`src/rtl/pipeline_hazard_ctrl_pkg.sv`:
```
// Shared encodings for the five-stage pipeline hazard controller:
// forwarding source selects and mult/div sequencer states.
package pipeline_hazard_ctrl_pkg;

  localparam logic [1:0] FWD_RF  = 2'b00;
  localparam logic [1:0] FWD_EXE = 2'b01;
  localparam logic [1:0] FWD_MEM = 2'b10;

  localparam int MD_CNT_W = 4;

  typedef enum logic [1:0] {
    MD_IDLE = 2'b00,
    MD_BUSY = 2'b01,
    MD_DONE = 2'b10
  } md_state_t;

endpackage

```
`src/rtl/pipeline_hazard_ctrl_md_sequencer.sv`:
```
// Sequencer for the shared multi-cycle mult/div unit: issue, busy countdown,
// one-cycle HI/LO-written pulse, and abort on pipeline flush.
module pipeline_hazard_ctrl_md_sequencer
  import pipeline_hazard_ctrl_pkg::*;
#(
  parameter int MD_LAT = 4
) (
  input  logic clk,
  input  logic resetn,
  input  logic issue_req,
  input  logic exc_flush,
  output logic md_start,
  output logic md_busy,
  output logic md_done
);

  localparam logic [MD_CNT_W-1:0] LAT_M1 = MD_CNT_W'(MD_LAT - 1);

  md_state_t           state;
  logic [MD_CNT_W-1:0] md_cnt;

  assign md_start = (state == MD_IDLE) & issue_req & ~exc_flush;
  assign md_busy  = (state != MD_IDLE);

  // Flush wins over every transition and suppresses the done pulse.
  always_ff @(posedge clk or negedge resetn) begin
    if (!resetn) begin
      state   <= MD_IDLE;
      md_cnt  <= '0;
      md_done <= 1'b0;
    end else if (exc_flush) begin
      state   <= MD_IDLE;
      md_cnt  <= '0;
      md_done <= 1'b0;
    end else begin
      case (state)
        MD_IDLE: begin
          md_done <= 1'b0;
          if (md_start) begin
            state  <= MD_BUSY;
            md_cnt <= LAT_M1;
          end
        end
        MD_BUSY: begin
          if (md_cnt == '0) begin
            state   <= MD_DONE;
            md_done <= 1'b1;
          end else begin
            md_cnt <= md_cnt - MD_CNT_W'(1);
          end
        end
        MD_DONE: begin
          state   <= MD_IDLE;
          md_done <= 1'b0;
        end
        default: begin
          state   <= MD_IDLE;
          md_done <= 1'b0;
        end
      endcase
    end
  end

endmodule

```
`src/rtl/pipeline_hazard_ctrl.sv`:
```
// Hazard scheduler for the IF/ID/EXE/MEM/WB pipeline: operand forwarding,
// load-use and mult/div stalls, flush broadcast and a stall-cycle counter.
module pipeline_hazard_ctrl
  import pipeline_hazard_ctrl_pkg::*;
#(
  parameter int MD_LAT = 4,
  parameter int CNT_W  = 32
) (
  input  logic             clk,
  input  logic             resetn,
  input  logic             ID_valid,
  input  logic [4:0]       ID_rs,
  input  logic [4:0]       ID_rt,
  input  logic             ID_rs_used,
  input  logic             ID_rt_used,
  input  logic             ID_md_op,
  input  logic             ID_hilo_rd,
  input  logic             EXE_valid,
  input  logic             EXE_rf_wen,
  input  logic             EXE_is_load,
  input  logic [4:0]       EXE_wdest,
  input  logic             MEM_valid,
  input  logic             MEM_rf_wen,
  input  logic             MEM_is_load,
  input  logic [4:0]       MEM_wdest,
  input  logic             exc_flush,
  output logic [1:0]       fwd_rs_sel,
  output logic [1:0]       fwd_rt_sel,
  output logic             ID_stall,
  output logic             EXE_bubble,
  output logic             flush_all,
  output logic             md_start,
  output logic             md_busy,
  output logic             md_done,
  output logic [CNT_W-1:0] stall_cnt
);

  function automatic logic [CNT_W-1:0] sat_inc(input logic [CNT_W-1:0] v);
    return (&v) ? v : v + CNT_W'(1);
  endfunction

  logic exe_wr, mem_wr;
  logic exe_rs_hit, exe_rt_hit, mem_rs_hit, mem_rt_hit;
  logic load_use, md_stall, md_issue;

  // Register $0 is hard-wired zero, so a write to it never produces a match.
  assign exe_wr = EXE_valid & EXE_rf_wen & (EXE_wdest != 5'd0);
  assign mem_wr = MEM_valid & MEM_rf_wen & (MEM_wdest != 5'd0);

  assign exe_rs_hit = exe_wr & (EXE_wdest == ID_rs) & ID_rs_used;
  assign exe_rt_hit = exe_wr & (EXE_wdest == ID_rt) & ID_rt_used;
  assign mem_rs_hit = mem_wr & (MEM_wdest == ID_rs) & ID_rs_used;
  assign mem_rt_hit = mem_wr & (MEM_wdest == ID_rt) & ID_rt_used;

  always_comb begin
    fwd_rs_sel = FWD_RF;
    fwd_rt_sel = FWD_RF;
    if (exe_rs_hit)      fwd_rs_sel = FWD_EXE;
    else if (mem_rs_hit) fwd_rs_sel = FWD_MEM;
    if (exe_rt_hit)      fwd_rt_sel = FWD_EXE;
    else if (mem_rt_hit) fwd_rt_sel = FWD_MEM;
  end

  // Load data only appears in WB, so a load in EXE or MEM cannot be forwarded.
  assign load_use = ((exe_rs_hit | exe_rt_hit) & EXE_is_load) |
                    ((mem_rs_hit | mem_rt_hit) & MEM_is_load);
  assign md_stall = ID_valid & (ID_md_op | ID_hilo_rd) & md_busy;

  assign ID_stall   = ID_valid & (load_use | md_stall) & ~exc_flush;
  assign EXE_bubble = ID_stall;
  assign flush_all  = exc_flush;
  assign md_issue   = ID_valid & ID_md_op & ~ID_stall;

  pipeline_hazard_ctrl_md_sequencer #(
    .MD_LAT(MD_LAT)
  ) u_md_seq (
    .clk      (clk),
    .resetn   (resetn),
    .issue_req(md_issue),
    .exc_flush(exc_flush),
    .md_start (md_start),
    .md_busy  (md_busy),
    .md_done  (md_done)
  );

  always_ff @(posedge clk or negedge resetn) begin
    if (!resetn)       stall_cnt <= '0;
    else if (ID_stall) stall_cnt <= sat_inc(stall_cnt);
  end

endmodule

```
`config.mk`:
```
export PLATFORM = sky130hd
export DESIGN_NAME = pipeline_hazard_ctrl
export DESIGN_NICKNAME = d
export VERILOG_FILES = /design/src/rtl/pipeline_hazard_ctrl_pkg.sv /design/src/rtl/pipeline_hazard_ctrl_md_sequencer.sv /design/src/rtl/pipeline_hazard_ctrl.sv
export SDC_FILE = /design/constraint.sdc
export NUM_CORES = 1
export LEC_CHECK = 0
export CORE_ASPECT_RATIO = 0.9
export CORE_MARGIN = 2
export CORE_UTILIZATION = 43
export DETAILED_ROUTE_END_ITERATION = 7
export GPL_TIMING_DRIVEN = 0
export PLACE_DENSITY = 0.88
export SYNTH_ARGS = -nofsm -noshare
export SYNTH_HDL_FRONTEND = slang
export SYNTH_SLANG_ARGS = --single-unit
```
`constraint.sdc`:
```
create_clock -name clk -period 2.8 [get_ports clk]
set_input_delay 0.56 -clock clk [delete_from_list [all_inputs] [get_ports clk]]
set_output_delay 0.56 -clock clk [all_outputs]
set_load 0.05 [all_outputs]
```
# --- Yosys cells after proc, flatten, opt, wreduce, memory -nomap -nowiden ---
# Index checks and enable logic that the tools add are counted.
totals:
  regBits: 39
  inputBits: 34
  out_inout_bits: 42
  wordCells: 69
op_classes:
  n_addsub: 2
  n_eq_ne: 8
  n_mux: 15
  bitwise_logic: 30
  reduce_logical: 10
ops:
  columns: ["operator", "count"]
  rows:
  - ["32-bit by 1-bit adder with 32-bit output (second input constant)", 1]
  - ["32-bit AND reduction", 1]
  - ["1-bit AND", 22]
  - ["5-bit equality test", 4]
  - ["2-bit 2-to-1 mux", 7]
  - ["4-bit 2-to-1 mux", 3]
  - ["5-bit nonzero test", 2]
  - ["4-bit one-hot mux with 2 select lines", 1]
  - ["3-bit != test (second input constant)", 2]
  - ["1-bit bitwise OR", 5]
  - ["4-bit zero test", 1]
  - ["2-bit one-hot mux with 2 select lines", 1]
  - ["2-bit AND reduction", 2]
  - ["4-bit by 1-bit subtractor with 4-bit output (second input constant)", 1]
  - ["1-bit 2-to-1 mux", 3]
  - ["3-bit by 2-bit != test with 1-bit output (second input constant)", 1]
  - ["1-bit inverter", 3]
  - ["3-bit AND reduction", 1]
  - ["3-bit nonzero test", 1]
  - ["2-bit by 1-bit equality test with 1-bit output (second input constant)", 1]
  - ["2-bit zero test", 1]
  - ["2-bit nonzero test", 1]

# --- Logic depth before layout (Yosys ltp) ---
depth:
  ltp_word: 17
  depth_mapped: 9

# --- By module ---
# A second synthesis with hierarchy kept.
hier_totals:
  hier_cells: 246
  hier_area_um2: 2536.2
by_module_without_submodules:
  columns: ["module", "n_inst", "cells_each", "area_per_inst_um2"]
  rows:
  - ["pipeline_hazard_ctrl", 1, 208, 2109.5]
  - ["pipeline_hazard_ctrl_md_sequencer", 1, 38, 426.7]

# --- Least setup slack after synthesis ---
# No wires, ideal clock.
synth_path:
  path_type: "input port to output port"
  start: "input MEM_wdest[1]"
  end: "output ID_stall"
  t_arrival_ps: 2669
  required_time_ps: 2240
  setup_slack_ps: -429
  path_stages: 8
  cell_sequence: "or4_1 -> o2111ai_1 -> o21ba_2 -> or3_1 -> clkbuf_1 -> clkbuf_1 -> and2_1 -> buf_4"
synth_between:
  elab_chain_cells: 10
  elab_cells_between_ends: 14
  classes_between: "eq/ne (2); bitwise (11); reduce/logical (1)"
synth_lines:
  columns: ["element", "line_no", "source"]
  rows:
  - ["start, declared", "pipeline_hazard_ctrl.sv:25", "input logic [4:0] MEM_wdest,"]
  - ["5-bit nonzero test", "pipeline_hazard_ctrl.sv:48", "assign mem_wr = MEM_valid & MEM_rf_wen & (MEM_wdest != 5'd0);"]
  - ["1-bit AND", "pipeline_hazard_ctrl.sv:48", null]
  - ["1-bit AND (on tied branches) (2 in a row)", "pipeline_hazard_ctrl.sv:52, pipeline_hazard_ctrl.sv:53", null]
  - ["1-bit bitwise OR (*)", "pipeline_hazard_ctrl.sv:66", "((mem_rs_hit | mem_rt_hit) & MEM_is_load);"]
  - ["1-bit AND (*)", "pipeline_hazard_ctrl.sv:66", null]
  - ["1-bit bitwise OR (*)", "pipeline_hazard_ctrl.sv:65", "assign load_use = ((exe_rs_hit | exe_rt_hit) & EXE_is_load) |"]
  - ["1-bit bitwise OR (*)", "pipeline_hazard_ctrl.sv:69", "assign ID_stall = ID_valid & (load_use | md_stall) & ~exc_flush;"]
  - ["1-bit AND (*) (2 in a row)", "pipeline_hazard_ctrl.sv:69", null]
  - ["end, declared", "pipeline_hazard_ctrl.sv:29", "output logic ID_stall,"]
# Mark *: on every way between the ends. The rest lies on a longest branch, timed or not.

# --- Worst setup path in the final report ---
layout_path:
  start: "input MEM_wdest[4]"
  end: "output ID_stall"
# The elaborated chain is that of the path after synthesis.

==> flow_summary.yaml <==
placed_design:
  dpl_cell_area_sq_um: 3338
  dp.final_hpwl_um: 4794
  dp_slack_ns: -1.363
  gp_congestion: 0.9178
  io_buffers: 74
synth:
  synth_nets: 301
  yosys-top-cells-count: "dfrtp_1, xnor2_1, nand2_1"
  avgSynthCellArea_sq_um: 9.365
  ys_types: 48
  synth_most_common_cell: "dfrtp_1"
  synth_area_leaders: "dfrtp_1, xnor2_1, xor2_1"
  synth.ff_latch_count: 39
  ys_seq_area_share_pct: 39.47
  synthCells: 264
  synth-main-ff-cell: "dfrtp_1"
  synth_area_leader_cell: "dfrtp_1"
  yosys_warnings: 0
  ys_async_sr_fraction_pct: 100.0
  synth_area_sq_um: 2472
  synth_edf_count: 0
  yosysTopAreaCellShare_pct: 39.47
timing:
  layout_setup_ws_ns: -0.08235
  setup_violations: 2
  rsz0062_at_grt: "yes"
  max_clock_freq_mhz: 346.9
  fin_skew_ns: 0.006754
  relSlewSlack_pct: 34.51
  drv_slew: 0
  period_share_pct: 102.9
  hold_violations: 0
  period_needed_ns: 2.882
  tightestPinTransition_ns: 0.9749
  holdWs_ns: 0.3678
detailed_routing:
  top_layer_used: "met4"
  num_vias: 2388
  ant_nets: 0
  wl_met3_um: 517
  drt_iter0_markers: 161
  via_per_inst: 5.645
  routedWlPerCell_um: 15.88
  drt_pre_antenna_iters: 4
  wl_met2_um: 3296
  drcViolationCount: 0
  routed_wl_um: 6718
  met1_length_um: 2762
finish:
  nets: 389
  antenna_cells: 0
  syn2layout_area_growth_pct: 43.22
  final_cell_area_sq_um: 3541
  drive_gt1_share_pct: 16.43
critical_path:
  path_class: "in -> out"
  required_ns: 2.24
  critPathBufInv: 3
  path_max_fanout: 2
  cp-end-kind: "primary output"
  r2r_start: "stall_cnt[6]"
  crit_chain: "buf_8, or4_4, o2111ai_2, o21ba_4, or3_4, and2_4, buf_6, buf_8"
  worst_ep_arrival_time_ns: 2.32
  ff2ff_setup_slack_ns: 0.37
  startpoint: "MEM_wdest[4]"
  r2r_cells: 7
  cp.depth: 8
  crit_family: "simple AND/OR/NAND/NOR gates"
  cpPeakStageDelay_ns: 0.54
  cp_slowest_cell: "or4_4"
  worstSetupStartpointType: "input port"
  crit_top_cell: "buf_8"
clocking:
  htreeDepth: 2
  clk_latency_ns: 0.30
  cts_tree: "done"
  cts_sinks: 39
  clk_path_buf_depth: 2
  cts_buffers: 5
  cts_root_buffer: "clkbuf_8"
  clk_pin_slew_ns: 0.08
  holdBufCountCts: 0
outcome:
  violations: "negative setup slack"
  status: "finished, violations left"
pwr:
  ir_worst_vdd_v: 0.0002895
  leakagePower_uw: 0.001469
  p_per_area_nw_per_um2: 409.1
floorplanning:
  die_w_um: 83.93
  rows: 26
  die-area_sq_um: 6373
  die_y_um: 75.94
  core-area_sq_um: 5628
  pin_count: 76
  start_util_pct: 43.93
global_route:
  grt-ovfl-total: 0
  grtUsageTotal_pct: 21.59
  grt_start_max_net_pins: 40
  grt_pass1_vias: 2349
  grt_antenna_before_repair: 0
  grt_pass1_wl_um: 11130
flow_run:
  drv_cap: 0
worst_hold_path:
  hp-class: "in -> async"
-- worst register-to-register path: stages (launching register included) --
cell and delay [ns]:
dfrtp_1 0.45, nand4_1 0.19, or4_4 0.60, nor4b_4 0.38, nor2_2 0.16, o21ai_2 0.11, o21ai_2 0.13, mux2_4 0.32
-- cell type report --
type / instances / area (sq um)
Sequential cell: 39 / 975.9
Inverter: 4 / 15.01
Buffer: 11 / 65.06
Tap cell: 70 / 87.58
Timing Repair Buffer: 83 / 790.8
Clock buffer: 5 / 68.82
Clock inverter: 3 / 67.56
Multi-Input combinational cell: 208 / 1470
Fill cell: 479 / 2087
-- registers in the layout (all words and copies together), names as in the netlist --
name              cells
u_md_seq.md_done      1
stall_cnt            32
u_md_seq.state        2
u_md_seq.md_cnt       4
-- power by group --
group / leakage (uW) / internal (uW) / switching, uW
combinational: 0.000864 / 116 / 164
sequential: 0.000541 / 580 / 20.4
clock: 0.0000644 / 355 / 213
total: 0.00147 / 1050 / 397
-- final timing paths --
kind                                    endpoint
worst min register to register     stall_cnt[29]
worst max-delay path                    ID_stall
worst min-delay path               stall_cnt[27]
max in group asynchronous       u_md_seq.md_done
worst max register to register      stall_cnt[1]
min in group clk                   stall_cnt[29]
-- logic make-up (layout without fill, tap and decap cells) --
family | after synthesis | in the layout | synth area share [%]
buf+inv | 17 | 106 | 3.340
xor+xnor | 47 | 47 | 16.65
fa+ha+maj | 3 | 3 | 1.518
flops | 39 | 39 | 39.47
simple gates | 134 | 134 | 31.33
mux | 2 | 2 | 1.063
compound gates | 22 | 22 | 6.630
-- stage by stage --
step	utilization, %	std cells	setup TNS (ns)	power (uW)
after detailed placement	59.32	408	-12.81	888.3
after CTS	62.49	420	-0.1996	1457
after global routing	62.92	423	-0.1897	1507
final	62.92	423	-0.1251	1449
after global placement	59.40	408	-11.24	882.2
after floorplan	-	264	-0.1971	758.7
-- metal layers --
layer	track usage, %	up-vias
met1	26.02	1150
met5	0	-
met4	8.710	0
li1	-	1123
met3	6.100	14
met2	36.32	101
-- layout by cell type (no fill, tap or decap), types with 4 or more instances in the layout --
cell	instances
dlygate4sd2_1	10
buf_4	10
dfrtp_1	39
buf_6	6
buf_2	9
and3_1	17
clkbuf_8	5
nand4_1	11
inv_1	4
a21oi_1	4
nor4_1	8
clkdlybuf4s50_1	46
nor2_1	14
nand3_1	19
a31oi_1	4
xnor2_1	29
xor2_1	18
nand2_1	22
nor3_1	9
-- repair_timing --
| item | 4_1_cts | 5_1_grt |
|---|---|---|
| endpoints found under the setup margin | 17 | 11 |
| pin swaps | 9 | 7 |
| resized for setup | 87 | 10 |
| buffers inserted | 6 | 3 |
Note: power is estimated with default switching activity, not from simulation.
